==> src/rtl/fsqrt_pkg.sv <==
// Shared types and constants for the radix-4 sqrt root-digit path:
// FSM states, per-format iteration/root sizes, and the one-hot digit type.
package fsqrt_pkg;

    typedef enum logic [1:0] {
        ST_IDLE = 2'd0,
        ST_ITER = 2'd1,
        ST_FIN  = 2'd2,
        ST_DONE = 2'd3
    } fsm_e;

    // Root widths include the 2-bit initial root plus 2 bits per digit.
    localparam int FP16_ITER_NUM = 6;
    localparam int FP16_ROOT_W   = 14;
    localparam int FP32_ITER_NUM = 13;
    localparam int FP32_ROOT_W   = 28;
    localparam int FP64_ITER_NUM = 27;
    localparam int FP64_ROOT_W   = 56;

    typedef logic [4:0] dig_t;

    localparam int DIG_N2 = 0;
    localparam int DIG_N1 = 1;
    localparam int DIG_Z0 = 2;
    localparam int DIG_P1 = 3;
    localparam int DIG_P2 = 4;

    localparam dig_t DIG_ZERO = 5'b00100;

    function automatic logic dig_onehot(input dig_t d);
        return (d != '0) && ((d & (d - 5'd1)) == '0);
    endfunction

endpackage

==> src/rtl/fsqrt_r4_otfc_step.sv <==
// Combinational on-the-fly conversion of one radix-4 root digit into Q/QM.
// Pure AND-OR select so two copies can be chained for a two-digit/cycle variant.
module fsqrt_r4_otfc_step
    import fsqrt_pkg::*;
#(
    parameter int W = 56
) (
    input  logic [W-1:0] q_i,
    input  logic [W-1:0] qm_i,
    input  dig_t         dig_i,
    output logic [W-1:0] q_o,
    output logic [W-1:0] qm_o
);

    logic [W-3:0] q_sh;
    logic [W-3:0] qm_sh;

    assign q_sh  = q_i[W-3:0];
    assign qm_sh = qm_i[W-3:0];

    // Non-negative digits extend Q, negative digits borrow from QM.
    assign q_o  = ({W{dig_i[DIG_P2]}} & {q_sh,  2'b10})
                | ({W{dig_i[DIG_P1]}} & {q_sh,  2'b01})
                | ({W{dig_i[DIG_Z0]}} & {q_sh,  2'b00})
                | ({W{dig_i[DIG_N1]}} & {qm_sh, 2'b11})
                | ({W{dig_i[DIG_N2]}} & {qm_sh, 2'b10});

    assign qm_o = ({W{dig_i[DIG_P2]}} & {q_sh,  2'b01})
                | ({W{dig_i[DIG_P1]}} & {q_sh,  2'b00})
                | ({W{dig_i[DIG_Z0]}} & {qm_sh, 2'b11})
                | ({W{dig_i[DIG_N1]}} & {qm_sh, 2'b10})
                | ({W{dig_i[DIG_N2]}} & {qm_sh, 2'b01});

endmodule

==> src/rtl/fsqrt_r4_otfc.sv <==
// Radix-4 sqrt root-digit consumer: OTFC of Q/QM, final root/sticky select.
// Optional digit legality check enabled by FSQRT_R4_OTFC_DIG_CHK_EN.
module fsqrt_r4_otfc
    import fsqrt_pkg::*;
#(
    parameter int ROOT_W   = 56,
    parameter int ITER_NUM = 27,
    parameter int INIT_W   = 2
) (
    input  logic              clk,
    input  logic              rst_n,
    input  logic              start_valid_i,
    output logic              start_ready_o,
    input  logic [INIT_W-1:0] init_root_i,
    input  logic              dig_valid_i,
    input  logic              dig_n2_i,
    input  logic              dig_n1_i,
    input  logic              dig_z0_i,
    input  logic              dig_p1_i,
    input  logic              dig_p2_i,
    input  logic              rem_valid_i,
    input  logic              rem_sign_i,
    input  logic              rem_nz_i,
    output logic              res_valid_o,
    input  logic              res_ready_i,
    output logic [ROOT_W-1:0] root_o,
    output logic              sticky_o,
    output logic              dig_err_o
);

    localparam int CNT_W = $clog2(ITER_NUM + 1);

    fsm_e              state, state_nxt;
    logic [ROOT_W-1:0] q, qm, q_step, qm_step;
    logic [CNT_W-1:0]  cnt;
    logic [INIT_W-1:0] init_m1;
    dig_t              dig_raw, dig_use;
    logic              start_acc, dig_acc, last_dig, rem_acc, res_acc;

    assign dig_raw = {dig_p2_i, dig_p1_i, dig_z0_i, dig_n1_i, dig_n2_i};
    assign init_m1 = init_root_i - INIT_W'(1);

    assign start_ready_o = (state == ST_IDLE);
    assign start_acc     = (state == ST_IDLE) && start_valid_i;
    assign dig_acc       = (state == ST_ITER) && dig_valid_i;
    assign last_dig      = (cnt == CNT_W'(ITER_NUM - 1));
    assign rem_acc       = (state == ST_FIN)  && rem_valid_i;
    assign res_acc       = (state == ST_DONE) && res_ready_i;

`ifdef FSQRT_R4_OTFC_DIG_CHK_EN
    logic dig_bad;
    logic dig_err_q;

    assign dig_bad   = !dig_onehot(dig_raw);
    // An illegal vector is consumed as digit 0 so the op still completes.
    assign dig_use   = dig_bad ? DIG_ZERO : dig_raw;
    assign dig_err_o = dig_err_q;

    always_ff @(posedge clk or negedge rst_n) begin
        if (!rst_n)
            dig_err_q <= 1'b0;
        else if (start_acc)
            dig_err_q <= 1'b0;
        else if (dig_acc && dig_bad)
            dig_err_q <= 1'b1;
    end
`else
    assign dig_use   = dig_raw;
    assign dig_err_o = 1'b0;
`endif

    fsqrt_r4_otfc_step #(
        .W (ROOT_W)
    ) u_step (
        .q_i   (q),
        .qm_i  (qm),
        .dig_i (dig_use),
        .q_o   (q_step),
        .qm_o  (qm_step)
    );

    always_ff @(posedge clk or negedge rst_n) begin
        if (!rst_n)
            state <= ST_IDLE;
        else
            state <= state_nxt;
    end

    always_comb begin
        state_nxt = state;
        case (state)
            ST_IDLE: if (start_valid_i)              state_nxt = ST_ITER;
            ST_ITER: if (dig_valid_i && last_dig)    state_nxt = ST_FIN;
            ST_FIN:  if (rem_valid_i)                state_nxt = ST_DONE;
            ST_DONE: if (res_ready_i)                state_nxt = ST_IDLE;
            default:                                 state_nxt = ST_IDLE;
        endcase
    end

    always_ff @(posedge clk or negedge rst_n) begin
        if (!rst_n) begin
            q   <= '0;
            qm  <= '0;
            cnt <= '0;
        end else if (start_acc) begin
            q   <= ROOT_W'(init_root_i);
            qm  <= ROOT_W'(init_m1);
            cnt <= '0;
        end else if (dig_acc) begin
            q   <= q_step;
            qm  <= qm_step;
            cnt <= cnt + CNT_W'(1);
        end
    end

    // Result registers only load in FIN, so they stay frozen through DONE.
    always_ff @(posedge clk or negedge rst_n) begin
        if (!rst_n) begin
            root_o      <= '0;
            sticky_o    <= 1'b0;
            res_valid_o <= 1'b0;
        end else if (rem_acc) begin
            root_o      <= rem_sign_i ? qm : q;
            sticky_o    <= rem_nz_i;
            res_valid_o <= 1'b1;
        end else if (res_acc) begin
            res_valid_o <= 1'b0;
        end
    end

endmodule
==> config.mk <==
export PLATFORM = sky130hd
export DESIGN_NAME = fsqrt_r4_otfc
export DESIGN_NICKNAME = d
export VERILOG_FILES = /design/src/rtl/fsqrt_pkg.sv /design/src/rtl/fsqrt_r4_otfc_step.sv /design/src/rtl/fsqrt_r4_otfc.sv
export SDC_FILE = /design/constraint.sdc
export NUM_CORES = 1
export LEC_CHECK = 0
export ABC_AREA = 1
export CAP_MARGIN = 20
export CORE_MARGIN = 4
export CORE_UTILIZATION = 40
export DETAILED_ROUTE_END_ITERATION = 6
export DONT_BUFFER_PORTS = 1
export GPL_TIMING_DRIVEN = 0
export SYNTH_ARGS = -nofsm -noshare
export SYNTH_HDL_FRONTEND = slang
export SYNTH_SLANG_ARGS = --single-unit
==> constraint.sdc <==
create_clock -name clk -period 1.4 [get_ports clk]
set_input_delay 0 -clock clk [delete_from_list [all_inputs] [get_ports clk]]
set_output_delay 0 -clock clk [all_outputs]
set_load 0.05 [all_outputs]
==> results.yml, run 1 <==
outcome:
  status: "finished, violations left"
  failed_checks: "negative hold slack, negative setup slack"
clocking:
  clock_sinks: 177
  cts_tree: "done"
  clkTransAtPathRegs_ns: 0.07
  hold_buffers: 12
  cts_buffer_depth: 2
  htreeDepth: 4
  clk_latency_ns: 0.44
  cts_buffers: 17
  root_buffer: "clkbuf_16"
power_and_ir_drop:
  swShare_pct: 44.8
  power.density_nw_per_um2: 2040
  p_switching_mw: 9.98
  clockPowerShare_pct: 23.3
  power_mw: 22.3
  p_int_mw: 12.3
  pwr-share-seq_pct: 47.2
  p_leak_nw: 5.13
  p_comb_share_pct: 29.6
  ir_drop_mv: 1.06
worst_setup_path:
  cp_top_family: "flip-flops"
  crit_path_cell_trace: "inv_2 > ha_4 > nand2_8 > nand3_4 > inv_8 > buf_4 > o21ai_0 > nand2_1"
  end_kind: "flip-flop"
  crit_required_ns: 1.70
  cpPeakStageDelay_ns: 0.44
  worst-path-buf-inv: 3
  rr_startpoint: "state[1]"
  rrSetupSlack_ns: -0.27
  worstPathArrival_ns: 1.97
  cp-start-kind: "flip-flop"
  critPathSlowestCell: "dfrtp_2"
  rr_worst_depth: 8
  crit_fanout: 10
  timing.rr.end: "qm[30]"
  worstSetupPathType: "reg -> reg"
routing:
  drtIter0Drc: 748
  vias: 8142
  wirelength_mm: 27.9
  detail-route-antenna-nets: 0
  wl_per_cell_microns: 18.1
  vias_per_cell: 5.29
  drcViolationCount: 0
  dr.pass1.iters: 5
timing:
  whs_ns: -0.735
  rsz0062_at_grt: "yes"
  max_freq_mhz: 600
  finalSetupViolCount: 153
  period_minus_slack_ns: 1.67
  worst_pin_slew_ns: 0.740
  setup_tns_ns: -26.95
  fin_worst_skew_ns: 0.0169
  timing.final.ws_setup_ns: -0.268
  slew_headroom_pct: 50.7
  hold_viol_final: 177
  post-route-period-util_pct: 119
  final_max_slew_viol_count: 0
synth:
  synthTopCellsByCount: "nand2_1, a21oi_1, dfrtp_1, nor2_1, inv_1"
  synthTopCellsByArea: "dfrtp_1, nand2_1, a21oi_1, nor2_1, inv_1"
  synth_warnings: 0
  synth_area_per_cell_sq_um: 7.59
  synth.most_common_cell: "nand2_1"
  ys.flop_type: "dfrtp_1"
  ys_async_sr_fraction_pct: 100
  synth_cell_types: 25
  yosysSeqAreaShare_pct: 49.1
  synth.largest_area_cell: "dfrtp_1"
  synth_top_area_share_pct: 49.1
  synth_edf_count: 0
  syn_inst: 1189
  synth.cell_area_sq_um: 9030
  syn_nets: 1210
  ys_ff_latch: 177
floorplan:
  row_count: 54
  ioPinCount: 75
  core_sq_um: 22000
  fp.dieW_microns: 158
  die_h_microns: 158
  die_area_sq_um: 25000
  initial_utilization_pct: 41.0
placed_design:
  pre_cts_ws_ns: -0.527
  hpwl_mm: 17.0
  placed_area_sq_um: 9400
  placed_cells: 1469
  gp_congestion: 0.814
  numPortBuffers: 0
cells_and_area:
  design_area_sq_um: 10900
  nets: 1269
  stdcell_count: 1540
  syn_to_final_growth_pct: 20.9
  drive_gt1_share_pct: 15.3
  n_antenna_cell: 0
global_routing:
  grt_pass1_wl_mm: 43.9
  grt_pass1_vias: 7910
  grt_max_degree: 178
  gr-total-overflow: 0
  track_usage_pct: 22.6
  antenna_found_initial: 0
worst_hold_path:
  hold_path.class: "in -> async"
job:
  cap_violations: 0
-- logic make-up (layout without fill, tap and decap cells) --
logic type / after synthesis / count (layout) / share of synthesized area, %
AO/OA/AOI/OAI: 326 / 326 / 18.3
adder cells (fa/ha/maj): 6 / 6 / 0.831
buffers and inverters: 190 / 261 / 10.6
flip-flops: 177 / 177 / 49.1
other: 1 / 1 / 0.0415
AND/OR/NAND/NOR: 489 / 489 / 21.2
-- worst max-delay path by stage --
| stage | startpoint | cells past startpoint | endpoint | slack [ns] |
|---|---|---|---|---|
| 3_5_place_dp | state[1] | 6 | qm[34] | -0.53 |
| 2_1_floorplan | state[1] | 9 | q[39] | -0.09 |
| 6_report | state[1] | 8 | qm[30] | -0.27 |
| 3_3_place_gp | state[1] | 6 | qm[40] | -0.49 |
| 4_1_cts | state[1] | 9 | q[32] | -0.23 |
| 5_1_grt | state[1] | 8 | qm[30] | -0.33 |
-- metal layers --
metal / up-vias / track usage (%) / wire [microns]
li1: 3898 / - / -
met1: 3947 / 31.3 / 12600
met2: 265 / 35.7 / 13100
met3: 32 / 5.33 / 1790
met4: 0 / 6.21 / 415
met5: - / 0 / 0
-- sequential cells by signal, indices dropped and copies added, names as in the netlist --
| name | cells |
|---|---|
| root_o | 56 |
| q | 56 |
| sticky_o | 1 |
| qm | 56 |
| res_valid_o | 1 |
| state | 2 |
| cnt | 5 |
-- what timing repair did --
action                                  CTS  global route
endpoints found under the setup margin  173           177
buffers inserted                         20             2
hold endpoints to repair                208           177
gates cloned                              4             2
gates resized for setup                  91            56
pin swaps                                 7            20
-- power groups by stage --
| stage | sequential [mW] | clock [mW] | combinational, mW |
|---|---|---|---|
| 6_report | 10.5 | 5.19 | 6.59 |
| 5_1_grt | 10.7 | 5.46 | 7.22 |
| 4_1_cts | 10.6 | 5.22 | 6.25 |
| 3_5_place_dp | 10.7 | 0 | 4.89 |
| 3_3_place_gp | 10.6 | 0 | 4.85 |
| 2_1_floorplan | 10.2 | 0 | 3.68 |
-- layout make-up --
cell class | count | area (sq um)
inverters | 115 | 452
plain buffers | 75 | 746
clock buffers | 18 | 439
multi-input cells | 822 | 3850
clock inverters | 13 | 184
flip-flops and latches | 177 | 4430
repair buffers | 40 | 463
well taps | 280 | 350
fillers | 2117 | 11100
-- worst reg2reg max path, cell delays in order, from the launching register on --
cell and delay, ns:
dfrtp_2 0.44, inv_2 0.09, ha_4 0.28, nand2_8 0.11, nand3_4 0.16, inv_8 0.07, buf_4 0.20, o21ai_0 0.12
nand2_1 0.08
-- per-stage QoR --
stage,util [%],hold slack (ns)
after global placement,42.7,-0.285
final,49.6,-0.735
after global routing,49.6,-0.753
after CTS,48.6,-0.746
after detailed placement,42.7,-0.285
after floorplan,-,-0.296
-- layout by cell type (no fill, tap or decap), drive strengths merged --
cell,instances
nand4,2
conb,1
dlygate4sd3,12
clkbuf,36
nor2,161
nor3,1
nand3,6
buf,84
clkinv,6
bufinv,4
bufbuf,1
o211ai,8
dfrtp,177
o21ai,121
a21oi,197
inv,118
nand2,317
or2,2
ha,6
Power figures use the tool's default switching activity.
==> run 2: changes to the inputs <==
--- a/config.mk
+++ b/config.mk
@@ -14,4 +14,5 @@
 export GPL_TIMING_DRIVEN = 0
 export SYNTH_ARGS = -nofsm -noshare
 export SYNTH_HDL_FRONTEND = slang
+export SYNTH_HIERARCHICAL = 1
 export SYNTH_SLANG_ARGS = --single-unit
==> run 2 against run 1 <==
Against the previous run: the flow still finishes with violations (negative hold slack, negative setup slack); global-route usage is 1.6 points lower; via count up 13%; first-iteration DRC count fell by 11%; non-clock buffer count fell by 1; sequential share of layout area shrank 5.0 points; combinational power rose by 65%; design area rose by 14%; core utilization grew 1.6 points; maximum frequency up 3.8%; flip-flop and latch count stayed put; sequential power up 18%; register-to-register slack improved by 0.06 ns.
==> results.yml, run 2 <==
timing:
  final_max_slew_viol_count: 0
  post-route-period-util_pct: 115
  hold_viol_final: 177
  max_freq_mhz: 622
  worst_pin_slew_ns: 1.18
  setup_tns_ns: -23.75
  whs_ns: -0.735
  fin_worst_skew_ns: 0.00971
  finalSetupViolCount: 175
  period_minus_slack_ns: 1.61
  timing.final.ws_setup_ns: -0.207
  slew_headroom_pct: 21.2
  rsz0062_at_grt: "yes"
worst_setup_path:
  critPathSlowestCell: "dfrtp_1"
  rr_startpoint: "state[1]"
  cp_common_cell: "buf_12"
  cp-start-kind: "flip-flop"
  timing.rr.end: "root_o[1]"
  crit_required_ns: 1.72
  crit_fanout: 8
  crit_path_cell_trace: "buf_6 > ha_4 > nand2_4 > clkinv_8 > buf_12 > buf_12 > buf_8 > nor2_2 > nor2_1"
  worstPathArrival_ns: 1.93
  rrSetupSlack_ns: -0.21
  cp_top_family: "buffers and inverters"
  worstSetupPathType: "reg -> reg"
  rr_worst_depth: 9
  cpPeakStageDelay_ns: 0.42
  worst-path-buf-inv: 5
  end_kind: "flip-flop"
global_routing:
  antenna_found_initial: 0
  track_usage_pct: 21.0
  grt_pass1_wl_mm: 45.5
  gr-total-overflow: 0
  grt_max_degree: 178
  grt_pass1_vias: 8911
cells_and_area:
  n_antenna_cell: 0
  syn_to_final_growth_pct: 25.9
  final_core_util_pct: 51.2
  layout_common_cells: "nand2_1, inv_1, dfrtp_1"
  final_common_cell: "nand2_1"
  nets: 1566
  drive_gt1_share_pct: 18.3
  design_area_sq_um: 12400
  reg.largest.list: "q x56, qm x56, root_o x56"
  stdcell_count: 1881
placed_design:
  hpwl_mm: 16.9
  placed_cells: 1813
  numPortBuffers: 0
  placed_area_sq_um: 10300
  gp_congestion: 0.806
synth:
  synth.cell_area_sq_um: 9890
  ys_async_sr_fraction_pct: 100
  synthTopCellsByArea: "dfrtp_1, nand2_1, inv_1, nor2_1, o21ai_0"
  synth.largest_area_cell: "dfrtp_1"
  synth_area_per_cell_sq_um: 6.64
  syn_inst: 1489
  synth.most_common_cell: "nand2_1"
  yosysSeqAreaShare_pct: 44.8
  synthTopCellsByCount: "nand2_1, inv_1, dfrtp_1, nor2_1, o21ai_0"
  synth_edf_count: 0
  synth_top_area_share_pct: 44.8
  synth_cell_types: 23
  ys.flop_type: "dfrtp_1"
  synth_warnings: 6
  syn_nets: 1510
  ys_ff_latch: 177
clocking:
  clock_sinks: 177
  clkTransAtPathRegs_ns: 0.07
  htreeDepth: 4
  cts_buffers: 17
  cts_buffer_depth: 2
  root_buffer: "clkbuf_16"
  clk_latency_ns: 0.43
  hold_buffers: 9
  cts_tree: "done"
outcome:
  failed_checks: "negative hold slack, negative setup slack"
  status: "finished, violations left"
power_and_ir_drop:
  ir_drop_mv: 1.09
  power.density_nw_per_um2: 2240
  p_leak_nw: 6.52
routing:
  detail-route-antenna-nets: 0
  drtIter0Drc: 668
  wirelength_mm: 28.2
  vias_per_cell: 4.87
  wl_per_cell_microns: 15.0
  wl_met3_mm: 1.81
  wl_met2_mm: 12.8
  dr.pass1.iters: 5
  drcViolationCount: 0
  vias: 9162
  maxUsedRoutingLayer: "met4"
  drt-met1-wl_mm: 13.0
floorplan:
  core_sq_um: 24300
  ioPinCount: 75
  die_area_sq_um: 27300
  fp.dieW_microns: 165
  die_h_microns: 165
  row_count: 57
  initial_utilization_pct: 40.7
worst_hold_path:
  hold_path.class: "in -> async"
job:
  cap_violations: 0
-- run 2: cell types whose count changed after synthesis, sizes merged, moves of 6 or more --
cell    previous run  this run
nor2             161       173
a21oi            197        60
o21ai            121       115
inv              115       184
o211ai             8         1
buf               61        55
clkbuf            14        22
nand2            317       680
-- run 2: cell families (layout without fill, tap and decap cells) --
family | after synthesis | after routing | share of synthesized area [%]
buffers and inverters | 261 | 329 | 11.8
AND/OR/NAND/NOR | 866 | 866 | 33.5
flip-flops | 177 | 177 | 44.8
adder cells (fa/ha/maj) | 6 | 6 | 0.759
other | 1 | 1 | 0.0379
AO/OA/AOI/OAI | 178 | 178 | 9.10
-- run 2: worst register-to-register path, stage by stage (launching register included) --
cell	delay, ns
dfrtp_1	0.42
buf_6	0.14
ha_4	0.16
nand2_4	0.09
clkinv_8	0.11
buf_12	0.18
buf_12	0.15
buf_8	0.13
nor2_2	0.07
nor2_1	0.04
-- run 2: stage by stage --
step | setup slack (ns) | hold WS (ns) | power (mW)
global placement | -0.594 | -0.288 | 20.2
floorplan | -0.0480 | -0.296 | 18.2
global route | -0.294 | -0.767 | 30.0
finish | -0.207 | -0.735 | 27.8
detailed placement | -0.653 | -0.289 | 20.4
CTS | -0.173 | -0.755 | 26.4
-- run 2: power breakdown --
part / leakage [nW] / internal (mW) / switching (mW)
Sequential: 2.31 / 7.20 / 5.21
Combinational: 3.95 / 4.71 / 6.21
Clock: 0.256 / 2.42 / 2.08
Total: 6.52 / 14.3 / 13.5
-- run 2: worst max-delay path by stage --
stage | startpoint | slack (ns) | depth (start not counted) | end
3_5_place_dp | state[0] | -0.65 | 8 | root_o[16]
5_1_grt | state[0] | -0.29 | 9 | q[19]
6_report | state[1] | -0.21 | 9 | root_o[1]
3_3_place_gp | state[0] | -0.59 | 8 | root_o[2]
4_1_cts | state[0] | -0.17 | 9 | q[17]
2_1_floorplan | state[1] | -0.05 | 9 | qm[1]
-- run 2: cell type report --
cell class	count	area [sq um]
plain buffers	76	778
clock buffers	24	482
clock inverters	7	55.1
fillers	2375	11900
inverters	184	711
multi-input cells	1051	5060
flip-flops and latches	177	4430
well taps	324	405
repair buffers	38	526
-- run 2: routing by layer --
metal | vias to the layer above | global-route usage (%)
li1 | 4578 | -
met1 | 4311 | 29.0
met2 | 243 | 33.6
met3 | 30 | 3.95
met4 | 0 | 6.50
met5 | - | 0
-- run 2: what timing repair did --
action                     CTS  global route
hold endpoints to repair   193           177
gates cloned                 4             5
setup endpoints to repair  173           175
setup buffers               15             6
resized for setup          177           205
pin swaps                   20            47
